`src/rtl/seg_pkg.sv`:
```
// seg_pkg: shared types and constants for the display scan blocks.
//   seg_state_e : scan phase (ST_BLANK guard, ST_DRIVE digit lit)
//   SEG_OFF     : all segments dark on an active-low bus
//   DIG_OFF     : no digit selected on an active-low bus
//   HEX_SEG     : hex nibble -> active-high {g,f,e,d,c,b,a}, shapes 0-9 A b C d E F
package seg_pkg;

  typedef enum logic {
    ST_BLANK,
    ST_DRIVE
  } seg_state_e;

  localparam logic [7:0] SEG_OFF = 8'hFF;
  localparam logic [3:0] DIG_OFF = 4'hF;

  // Entry 15 first, entry 0 last.
  localparam logic [15:0][6:0] HEX_SEG = {
    7'h71, 7'h79, 7'h5E, 7'h39, 7'h7C, 7'h77, 7'h6F, 7'h7F,
    7'h07, 7'h7D, 7'h6D, 7'h66, 7'h4F, 7'h5B, 7'h06, 7'h3F
  };

endpackage

```
`src/rtl/seg_hex_decoder.sv`:
```
// seg_hex_decoder: combinational hex nibble to seven-segment pattern.
// Ports:
//   i_nibble [3:0] : value 0..F
//   o_seg    [6:0] : active-high {g,f,e,d,c,b,a}
// Polarity inversion and decimal point are left to the instantiating block.
module seg_hex_decoder
  import seg_pkg::*;
(
  input  logic [3:0] i_nibble,
  output logic [6:0] o_seg
);

  assign o_seg = HEX_SEG[i_nibble];

endmodule

```
`src/rtl/seg_scan_ctrl.sv`:
```
// seg_scan_ctrl: four-digit multiplexed seven-segment (+dp) scan controller.
// Frames arrive over a valid/ready handshake into a one-deep pending
// register and are promoted to the active register only at a frame
// boundary (first BLANK cycle of digit 0), so a frame is never torn.
// Optional macro SEG_SCAN_DIMMING_EN: PWM the lit part of each DRIVE phase
// according to brightness (sampled at each frame boundary).
// Ports:
//   clk, reset_n      : clock, synchronous active-low reset
//   frame_valid/ready : frame handshake
//   frame_data [15:0] : digit n = bits [4n+3:4n]
//   frame_dp   [3:0]  : decimal point per digit, 1 = lit
//   frame_blank[3:0]  : 1 = digit dark
//   brightness [3:0]  : duty 0 = 1/16 .. 15 = full (dimming build only)
//   seg_out    [7:0]  : {dp,g,f,e,d,c,b,a}, active-low
//   dig_sel    [3:0]  : digit selects, active-low
//   frame_start       : one-cycle pulse at each frame boundary
//
// state    | meaning
// ST_BLANK | guard period, all outputs off
// ST_DRIVE | digit idx selected and segments driven
module seg_scan_ctrl
  import seg_pkg::*;
#(
  parameter int CLK_DIV      = 16384,
  parameter int BLANK_CYCLES = 256
) (
  input  logic        clk,
  input  logic        reset_n,
  input  logic        frame_valid,
  output logic        frame_ready,
  input  logic [15:0] frame_data,
  input  logic [3:0]  frame_dp,
  input  logic [3:0]  frame_blank,
  input  logic [3:0]  brightness,
  output logic [7:0]  seg_out,
  output logic [3:0]  dig_sel,
  output logic        frame_start
);

  localparam int CW = $clog2(CLK_DIV);
  localparam logic [CW-1:0] BLANK_LAST = CW'(BLANK_CYCLES - 1);
  localparam logic [CW-1:0] SLOT_LAST  = CW'(CLK_DIV - 1);

  seg_state_e  r_state;
  logic [1:0]  r_idx;
  logic [CW-1:0] r_slot_cnt;

  logic [15:0] r_pend_data;
  logic [3:0]  r_pend_dp;
  logic [3:0]  r_pend_blank;
  logic        r_pend_full;

  logic [15:0] r_act_data;
  logic [3:0]  r_act_dp;
  logic [3:0]  r_act_blank;

  logic [7:0]  r_seg_out;
  logic [3:0]  r_dig_sel;
  logic        r_frame_start;

  logic        w_boundary;
  logic        w_xfer;
  logic        w_lit;
  logic [3:0]  w_nibble;
  logic [6:0]  w_seg7;

  assign w_boundary = (r_state == ST_BLANK) && (r_idx == 2'd0) && (r_slot_cnt == '0);
  assign w_xfer     = frame_valid && !r_pend_full;
  assign w_nibble   = r_act_data[{r_idx, 2'b00} +: 4];

  seg_hex_decoder u_dec (
    .i_nibble (w_nibble),
    .o_seg    (w_seg7)
  );

`ifdef SEG_SCAN_DIMMING_EN
  localparam logic [31:0] DUTY_STEP = 32'((CLK_DIV - BLANK_CYCLES) / 16);

  logic [3:0]    r_bright;
  logic [CW-1:0] w_drive_cnt;

  // Slot counter keeps running through DRIVE, so elapsed DRIVE cycles are an offset of it.
  assign w_drive_cnt = r_slot_cnt - CW'(BLANK_CYCLES);
  assign w_lit = 32'(w_drive_cnt) < ((32'(r_bright) + 32'd1) * DUTY_STEP);

  always_ff @(posedge clk) begin
    if (!reset_n) begin
      r_bright <= 4'hF;
    end else if (w_boundary) begin
      r_bright <= brightness;
    end
  end
`else
  logic w_unused_brightness;
  assign w_unused_brightness = ^brightness;
  assign w_lit = 1'b1;
`endif

  always_ff @(posedge clk) begin
    if (!reset_n) begin
      r_state       <= ST_BLANK;
      r_idx         <= 2'd0;
      r_slot_cnt    <= '0;
      r_pend_data   <= 16'h0;
      r_pend_dp     <= 4'h0;
      r_pend_blank  <= 4'h0;
      r_pend_full   <= 1'b0;
      r_act_data    <= 16'h0;
      r_act_dp      <= 4'h0;
      r_act_blank   <= 4'hF;
      r_seg_out     <= SEG_OFF;
      r_dig_sel     <= DIG_OFF;
      r_frame_start <= 1'b0;
    end else begin
      r_frame_start <= w_boundary;
      r_slot_cnt    <= (r_slot_cnt == SLOT_LAST) ? '0 : r_slot_cnt + 1'b1;

      case (r_state)
        ST_BLANK: begin
          r_dig_sel <= DIG_OFF;
          r_seg_out <= SEG_OFF;
          if (r_slot_cnt == BLANK_LAST) r_state <= ST_DRIVE;
        end
        ST_DRIVE: begin
          r_dig_sel <= DIG_OFF ^ (4'b0001 << r_idx);
          if (r_act_blank[r_idx] || !w_lit) r_seg_out <= SEG_OFF;
          else                              r_seg_out <= ~{r_act_dp[r_idx], w_seg7};
          if (r_slot_cnt == SLOT_LAST) begin
            r_state <= ST_BLANK;
            r_idx   <= r_idx + 2'd1;
          end
        end
        default: r_state <= ST_BLANK;
      endcase

      // A transfer needs pend empty, and a copy needs it full, so the two never collide.
      if (w_xfer) begin
        r_pend_data  <= frame_data;
        r_pend_dp    <= frame_dp;
        r_pend_blank <= frame_blank;
        r_pend_full  <= 1'b1;
      end else if (w_boundary && r_pend_full) begin
        r_act_data  <= r_pend_data;
        r_act_dp    <= r_pend_dp;
        r_act_blank <= r_pend_blank;
        r_pend_full <= 1'b0;
      end
    end
  end

  assign frame_ready = !r_pend_full;
  assign seg_out     = r_seg_out;
  assign dig_sel     = r_dig_sel;
  assign frame_start = r_frame_start;

endmodule

```
`config.mk`:
```
export PLATFORM = sky130hd
export DESIGN_NAME = seg_scan_ctrl
export DESIGN_NICKNAME = d
export VERILOG_FILES = /design/src/rtl/seg_pkg.sv /design/src/rtl/seg_hex_decoder.sv /design/src/rtl/seg_scan_ctrl.sv
export SDC_FILE = /design/constraint.sdc
export NUM_CORES = 1
export LEC_CHECK = 0
export ABC_AREA = 1
export CAP_MARGIN = 20
export CELL_PAD_IN_SITES_DETAIL_PLACEMENT = 1
export CELL_PAD_IN_SITES_GLOBAL_PLACEMENT = 1
export CORE_MARGIN = 10
export CORE_UTILIZATION = 37
export CTS_BUF_LIST = sky130_fd_sc_hd__clkbuf_4 sky130_fd_sc_hd__clkbuf_8
export DETAILED_ROUTE_END_ITERATION = 10
export PLACE_DENSITY = 0.74
export SLEW_MARGIN = 20
export SYNTH_ARGS = -nofsm -noshare
export SYNTH_HDL_FRONTEND = slang
export SYNTH_HIERARCHICAL = 1
export SYNTH_SLANG_ARGS = --single-unit
```
`constraint.sdc`:
```
create_clock -name clk -period 2.2 [get_ports clk]
set_clock_uncertainty 0.15 [all_clocks]
set_input_delay 0.44 -clock clk [delete_from_list [all_inputs] [get_ports clk]]
set_output_delay 0.44 -clock clk [all_outputs]
set_load 0.01 [all_outputs]
```
==> impl_metrics.env <==
export IMPL_outcome="completed"
export IMPL_grt_overflow_total=0
export IMPL_final_core_utilization=0.467
export IMPL_setup_viol=0
export IMPL_post_synth_cell_area_avg_um2=7.08
export IMPL_layout_cells_most_common_list="sky130_fd_sc_hd__nand2_1, sky130_fd_sc_hd__nor2_1, sky130_fd_sc_hd__dfxtp_1"
export IMPL_wl_per_cell_um=12.9
export IMPL_ir_drop_mv=0.300
export IMPL_design_final_nets=589
export IMPL_simple_gate_share_of_the_synthesized_area=0.319
export IMPL_worst_slew_pin_transition_ns=0.723
export IMPL_grt_max_degree=51
export IMPL_detailedRoute_firstPassIterationCount=4
export IMPL_worst_slew_margin=0.517
export IMPL_finalHoldWorstSlack_ns=0.324
export IMPL_slew_viol_final=0
export IMPL_clk_path_buf_depth=2
export IMPL_ioPinCount=45
export IMPL_hold_path_cell_count=1
export IMPL_ff_to_ff_path_depth=11
export IMPL_clock_buffer_count_from_cts=9
export IMPL_grtUsageTotal=0.129
export IMPL_ctsHoldBuffers=0
export IMPL_num_fill_cells=1183
export IMPL_synthXorXnorAreaFrac=0.0100
export IMPL_timing_critical_path_fanout_max=8
export IMPL_design_area_mm2=0.00429
export IMPL_postSynth_asyncResetShare=0
export IMPL_clkLatencyLatePin_ns=0.35
export IMPL_num_antenna_cells=0
export IMPL_fp_dieArea_mm2=0.0137
export IMPL_drtIter0Drc=151
export IMPL_synth_ff_latch_count=79
export IMPL_die_x_um=117
export IMPL_synth_mux_area_fraction=0
export IMPL_cts_sinks=79
export IMPL_report_power_total_w=0.00298
export IMPL_finalWirelength_mm=8.48
export IMPL_setup_slack_ns=0.179
export IMPL_initial_antenna_violation_count=0
export IMPL_synthesis_instances=493
export IMPL_final_common_cell="sky130_fd_sc_hd__nand2_1"
export IMPL_cts_reportedPaths_clkPinSlew_ns=0.08
export IMPL_max_cap_violations=0
export IMPL_hpwlAfterDp_mm=6.06
export IMPL_p_leak_nw=1.96
export IMPL_cts_root_buffer_cell="sky130_fd_sc_hd__clkbuf_8"
export IMPL_area_of_the_placeable_core_mm2=0.00920
export IMPL_detail_route_drc_violations=0
export IMPL_ys_warnings_count=6
export IMPL_timing_critical_path_arrival_ns=1.43
export IMPL_number_of_enable_type_register_cells_in_the_synthesized_netlist=0
export IMPL_yosysSeqAreaShare=0.453
export IMPL_synth_to_final_area_change_pct=22.9
export IMPL_dpl_instance_area_mm2=0.00406
export IMPL_postSynthNetCount=537
export IMPL_commonest_register_cell_after_synthesis="sky130_fd_sc_hd__dfxtp_1"
export IMPL_timing_critical_path_from_type="register"
export IMPL_floorplan_die_height_um=117
export IMPL_first_global_vias=3260
export IMPL_antenna_violating_nets_post_route=0
export IMPL_worst_setup_slack_post_dpl_ns=0.0936
export IMPL_period_needed_ns=2.02
export IMPL_synth_adder_area_share=0.0466
export IMPL_floorplan_rows=35
export IMPL_vias=3114
export IMPL_initial_utilization=0.380
export IMPL_timing_final_hold_violations=0
export IMPL_synthDistinctLibCells=32
export IMPL_layout_drive_gt1_share=0.0929
export IMPL_htreeDepth=3
export IMPL_synth_compound_area_frac=0.0832
export IMPL_worstSetupEndpointType="output port"
export IMPL_average_via_count_per_standard_cell=4.72
export IMPL_total_power_density_per_cell_area_mw_per_mm2=695
export IMPL_maxClockFrequency_mhz=495
export IMPL_syn_area_mm2=0.00349
export IMPL_worstPathRequired_ns=1.61
export IMPL_multi_input_comb_area_mm2=0.00161
export IMPL_io_buffer_count=40
export IMPL_largest_family_of_logic_cells_by_synthesized_area="simple AND/OR/NAND/NOR gates"
export IMPL_cts_tree="done"
export IMPL_seq_area_mm2=0.00158
export IMPL_gp_congestion=0.837
export IMPL_worst_setup_path_type="reg2out"
export IMPL_global_route_wire_length_before_repair_mm=14.4
export IMPL_timing_hold_worst_class="reg2reg"
export IMPL_layout_worst_path_cycle_share=0.919
## layout make-up
class,instances,share of cell area
sequential,79,0.369
clock inverter,3,0.00408
inverter,52,0.0464
timing repair buffer,61,0.135
multi-input combinational,342,0.375
clock buffer,12,0.0385
tap,111,0.0324
## worst max-delay path: stages, from the launching register on
cell,delay [ns]
sky130_fd_sc_hd__dfxtp_1,0.51
sky130_fd_sc_hd__inv_1,0.08
sky130_fd_sc_hd__clkdlybuf4s50_1,0.49
## logic make-up (layout without fill, tap and decap cells)
group / count (synthesis) / in the layout
AND/OR/NAND/NOR: 269 / 269
adder cells (fa/ha/maj): 13 / 13
buffers and inverters: 72 / 128
flip-flops: 79 / 79
AO/OA/AOI/OAI: 56 / 56
XOR/XNOR: 4 / 4
## final timing paths
path / end / startpoint / slack [ns]
max reg2reg: seg_out[3] / r_idx[0] / 0.20
max: frame_ready / r_pend_full / 0.18
min: r_slot_cnt[0] / r_slot_cnt[0] / 0.32
min reg2reg: r_slot_cnt[0] / r_slot_cnt[0] / 0.32
## cell usage after synthesis, types with 2 or more instances
cell	count	area [um2]
sky130_fd_sc_hd__xnor2_1	2	17.5
sky130_fd_sc_hd__a21oi_1	20	100
sky130_fd_sc_hd__nand4_1	6	37.5
sky130_fd_sc_hd__ha_1	13	163
sky130_fd_sc_hd__buf_2	6	30.0
sky130_fd_sc_hd__nand3b_1	2	15.0
sky130_fd_sc_hd__xor2_1	2	17.5
sky130_fd_sc_hd__nand2_2	2	12.5
sky130_fd_sc_hd__nor3_1	2	10.0
sky130_fd_sc_hd__inv_1	49	184
sky130_fd_sc_hd__nand3_1	18	90.1
sky130_fd_sc_hd__nor3b_1	2	15.0
sky130_fd_sc_hd__nor2_1	113	424
sky130_fd_sc_hd__nor2_2	2	12.5
sky130_fd_sc_hd__dfxtp_1	79	1580
sky130_fd_sc_hd__nand2_1	116	435
sky130_fd_sc_hd__buf_6	3	33.8
sky130_fd_sc_hd__buf_1	2	7.51
sky130_fd_sc_hd__clkbuf_1	7	26.3
sky130_fd_sc_hd__o21ai_0	33	165
sky130_fd_sc_hd__inv_2	2	7.51
sky130_fd_sc_hd__buf_4	2	15.0
## report_power, final
part | leakage, nW | internal (W) | switching (W)
sequential | 0.647 | 0.00152 | 0.0000461
combinational | 1.22 | 0.000172 | 0.000229
clock | 0.0942 | 0.000493 | 0.000528
## state kept, by name (all words and copies together) (netlist names)
signal,flops
r_pend_blank,4
r_pend_full,1
r_pend_data,16
r_slot_cnt,14
r_idx,2
frame_start,1
r_act_dp,4
r_act_data,16
r_act_blank,4
r_state,1
r_pend_dp,4
seg_out,8
dig_sel,4
## per-stage QoR
| step | setup TNS, ns | cells |
|---|---|---|
| floorplan | 0 | 493 |
| global placement | 0 | 640 |
| detailed placement | 0 | 640 |
| CTS | 0 | 655 |
| global route | -0.000251 | 660 |
| finish | 0 | 660 |
## repair_timing
item	4_1_cts	5_1_grt
endpoints found under the setup margin	0	6
gates resized for setup	0	4
setup buffers	0	5
## per-layer routing
metal / GRT usage / up-vias / routed length [um]
met1: 0.154 / 1441 / 4080
li1: - / 1627 / -
met2: 0.223 / 35 / 4030
met3: 0.0296 / 11 / 274
met5: 0 / - / 0
met4: 0.0420 / 0 / 90
No activity file was read; power rests on OpenSTA's default activity.
==> RTL change, RTL diff (same flow settings) <==
Set the parameter `CLK_DIV` to 8192 (it was 16384).
--- a/src/rtl/seg_scan_ctrl.sv
+++ b/src/rtl/seg_scan_ctrl.sv
@@ -21,7 +21,7 @@
 module seg_scan_ctrl
   import seg_pkg::*;
 #(
-  parameter int CLK_DIV      = 16384,
+  parameter int CLK_DIV      = 8192,
   parameter int BLANK_CYCLES = 256
 ) (
   input  logic        clk,
Formal check against the unedited RTL: no difference found for any inputs over 10 cycles, from zero or initial values and one cycle with reset_n low; that may be too few to reach the edited logic, so the function may still have changed.
==> RTL change against the original RTL <==
  * Hold slack got worse by 9.6 ps
  * Final area decreased by 1.8%
  * Sequential cell count decreased by 1
  * Setup slack got worse by 10 ps
  * Area after synthesis decreased by 2.4%
  * Fmax decreased by 0.50%
  * Routed wire length decreased by 0.11%
  * Power increased by 3.2%
  * Largest cell class is now registers
==> RTL change: results (changes against the original RTL) <==
- 27 — Netlist cell types, was 32
- nand2_1 (113), nor2_1 (111), dfxtp_1 (78), inv_1 (48), o21ai_0 (33) — most used standard cells in the synthesized netlist, was nand2_1 (116), nor2_1 (113), dfxtp_1 (79), inv_1 (49), o21ai_0 (33)
- r_act_data x16, r_pend_data x16, r_slot_cnt x13 — leading registers by flop count, was r_act_data x16, r_pend_data x16, r_slot_cnt x14
- 1.92 nW — leakage component of the power, was 1.96 nW
- 8.47 mm — WL final, was 8.48 mm
- 0.532 — worst slew margin relative to its limit, was 0.517
- 4210 um2 — post-route standard cell area excluding fillers, was 4290 um2
- 0.502 — sequential power share, was 0.523
- 0.784 — gpl congestion, was 0.837
- 624 — count of placed standard cells including taps, was 640
- 106 — 1st-iter DRT viols, was 151
- 58 — Non-clock buffers, was 61
- 0.400 mW — combinational group power, was 0.401 mW
- 13.1 um — final routed wire length divided by cell count, was 12.9 um
- 0.145 — global routing met1 resource utilization, was 0.154
- 230 ps — register-to-register path setup slack, was 200 ps
- 0.370 — share of cell area taken by multi-input logic gates, was 0.375
- 3.08 mW — total chip power, was 2.98 mW
- 116 um — Die X, was 117 um
- 107 ps — worst-case setup slack after placement, was 93.6 ps
- r_act_blank[2] — Worst Hold Path EP, was r_slot_cnt[0]
- 0.235 — global routing usage on met2, was 0.223
- 525 — post-synthesis net count, was 537
- 1,142 — number of fill cells in the layout, was 1,183
- 0.0496 — clk tree area frac, was 0.0426
- 0.371 — sequential share of cell area, was 0.369
- 0.458 — register area share after synthesis, was 0.453
- 3,241 — vias in the first global route, was 3,260
- 7.08 um2 — post-synthesis area per instance, about the same
- 0.130 — Non-clock buffers, area share, was 0.135
- 52 — maximum number of pins on one net before global-route repair, was 51
- 2 — number of instances on the worst hold path, was 1
- 3,098 — total vias in the final route, was 3,114
- 5.99 mm — post-detailed-placement half-perimeter wirelength, was 6.06 mm
- 0.131 — overall global routing resource usage, was 0.129
- dfxtp_1 (46%), nand2_1 (12%), nor2_1 (12%) — largest cells by area after synthesis, was dfxtp_1 (45%), nand2_1 (12%), nor2_1 (12%)
- r_act_blank[2] — startpoint of the most critical hold path, was r_slot_cnt[0]
- 333 — multi-input combinational gate total, was 342
- 0.261 — switching share of total power, was 0.269
- 78 — clock sink count, was 79
- 0.0857 — fraction of final layout cells with drive strength greater than 1, was 0.0929
- 0.0279 — routing usage on met3, was 0.0296
- completed — result of the run, unchanged
## RTL change: worst max-delay path by stage
stage | to | slack, ps | cells after the start
4_1_cts | seg_out[3] | 90 | 11
5_1_grt | seg_out[3] | -6 | 11
2_1_floorplan | seg_out[3] | 80 | 11
3_5_place_dp | seg_out[3] | 110 | 11
3_3_place_gp | seg_out[3] | 210 | 11
6_report | frame_ready | 170 | 2
## RTL change: logic make-up after synthesis
group                      after synthesis  synth area share
DFF                                     78             0.458
buffers and inverters                   70            0.0860
xor gates and xnor gates                 5            0.0129
adders and majority gates               13            0.0478
and+or+nand+nor                        257             0.307
AOI/OAI and AO/OA                       58            0.0882
## RTL change: routing by layer
layer,wire [um],vias up
li1,-,1586
met1,3760,1468
met2,4340,34
met3,256,10
met4,115,0
met5,0,-
## RTL change: critical path, cell delays in order (launching register included)
cell             delay [ps]
dfxtp_1                 530
inv_1                    70
clkdlybuf4s50_1         480
## RTL change: repair_timing
item	in CTS	in global routing
endpoints found under the setup margin	0	5
resized for setup	0	4
setup buffers	0	4
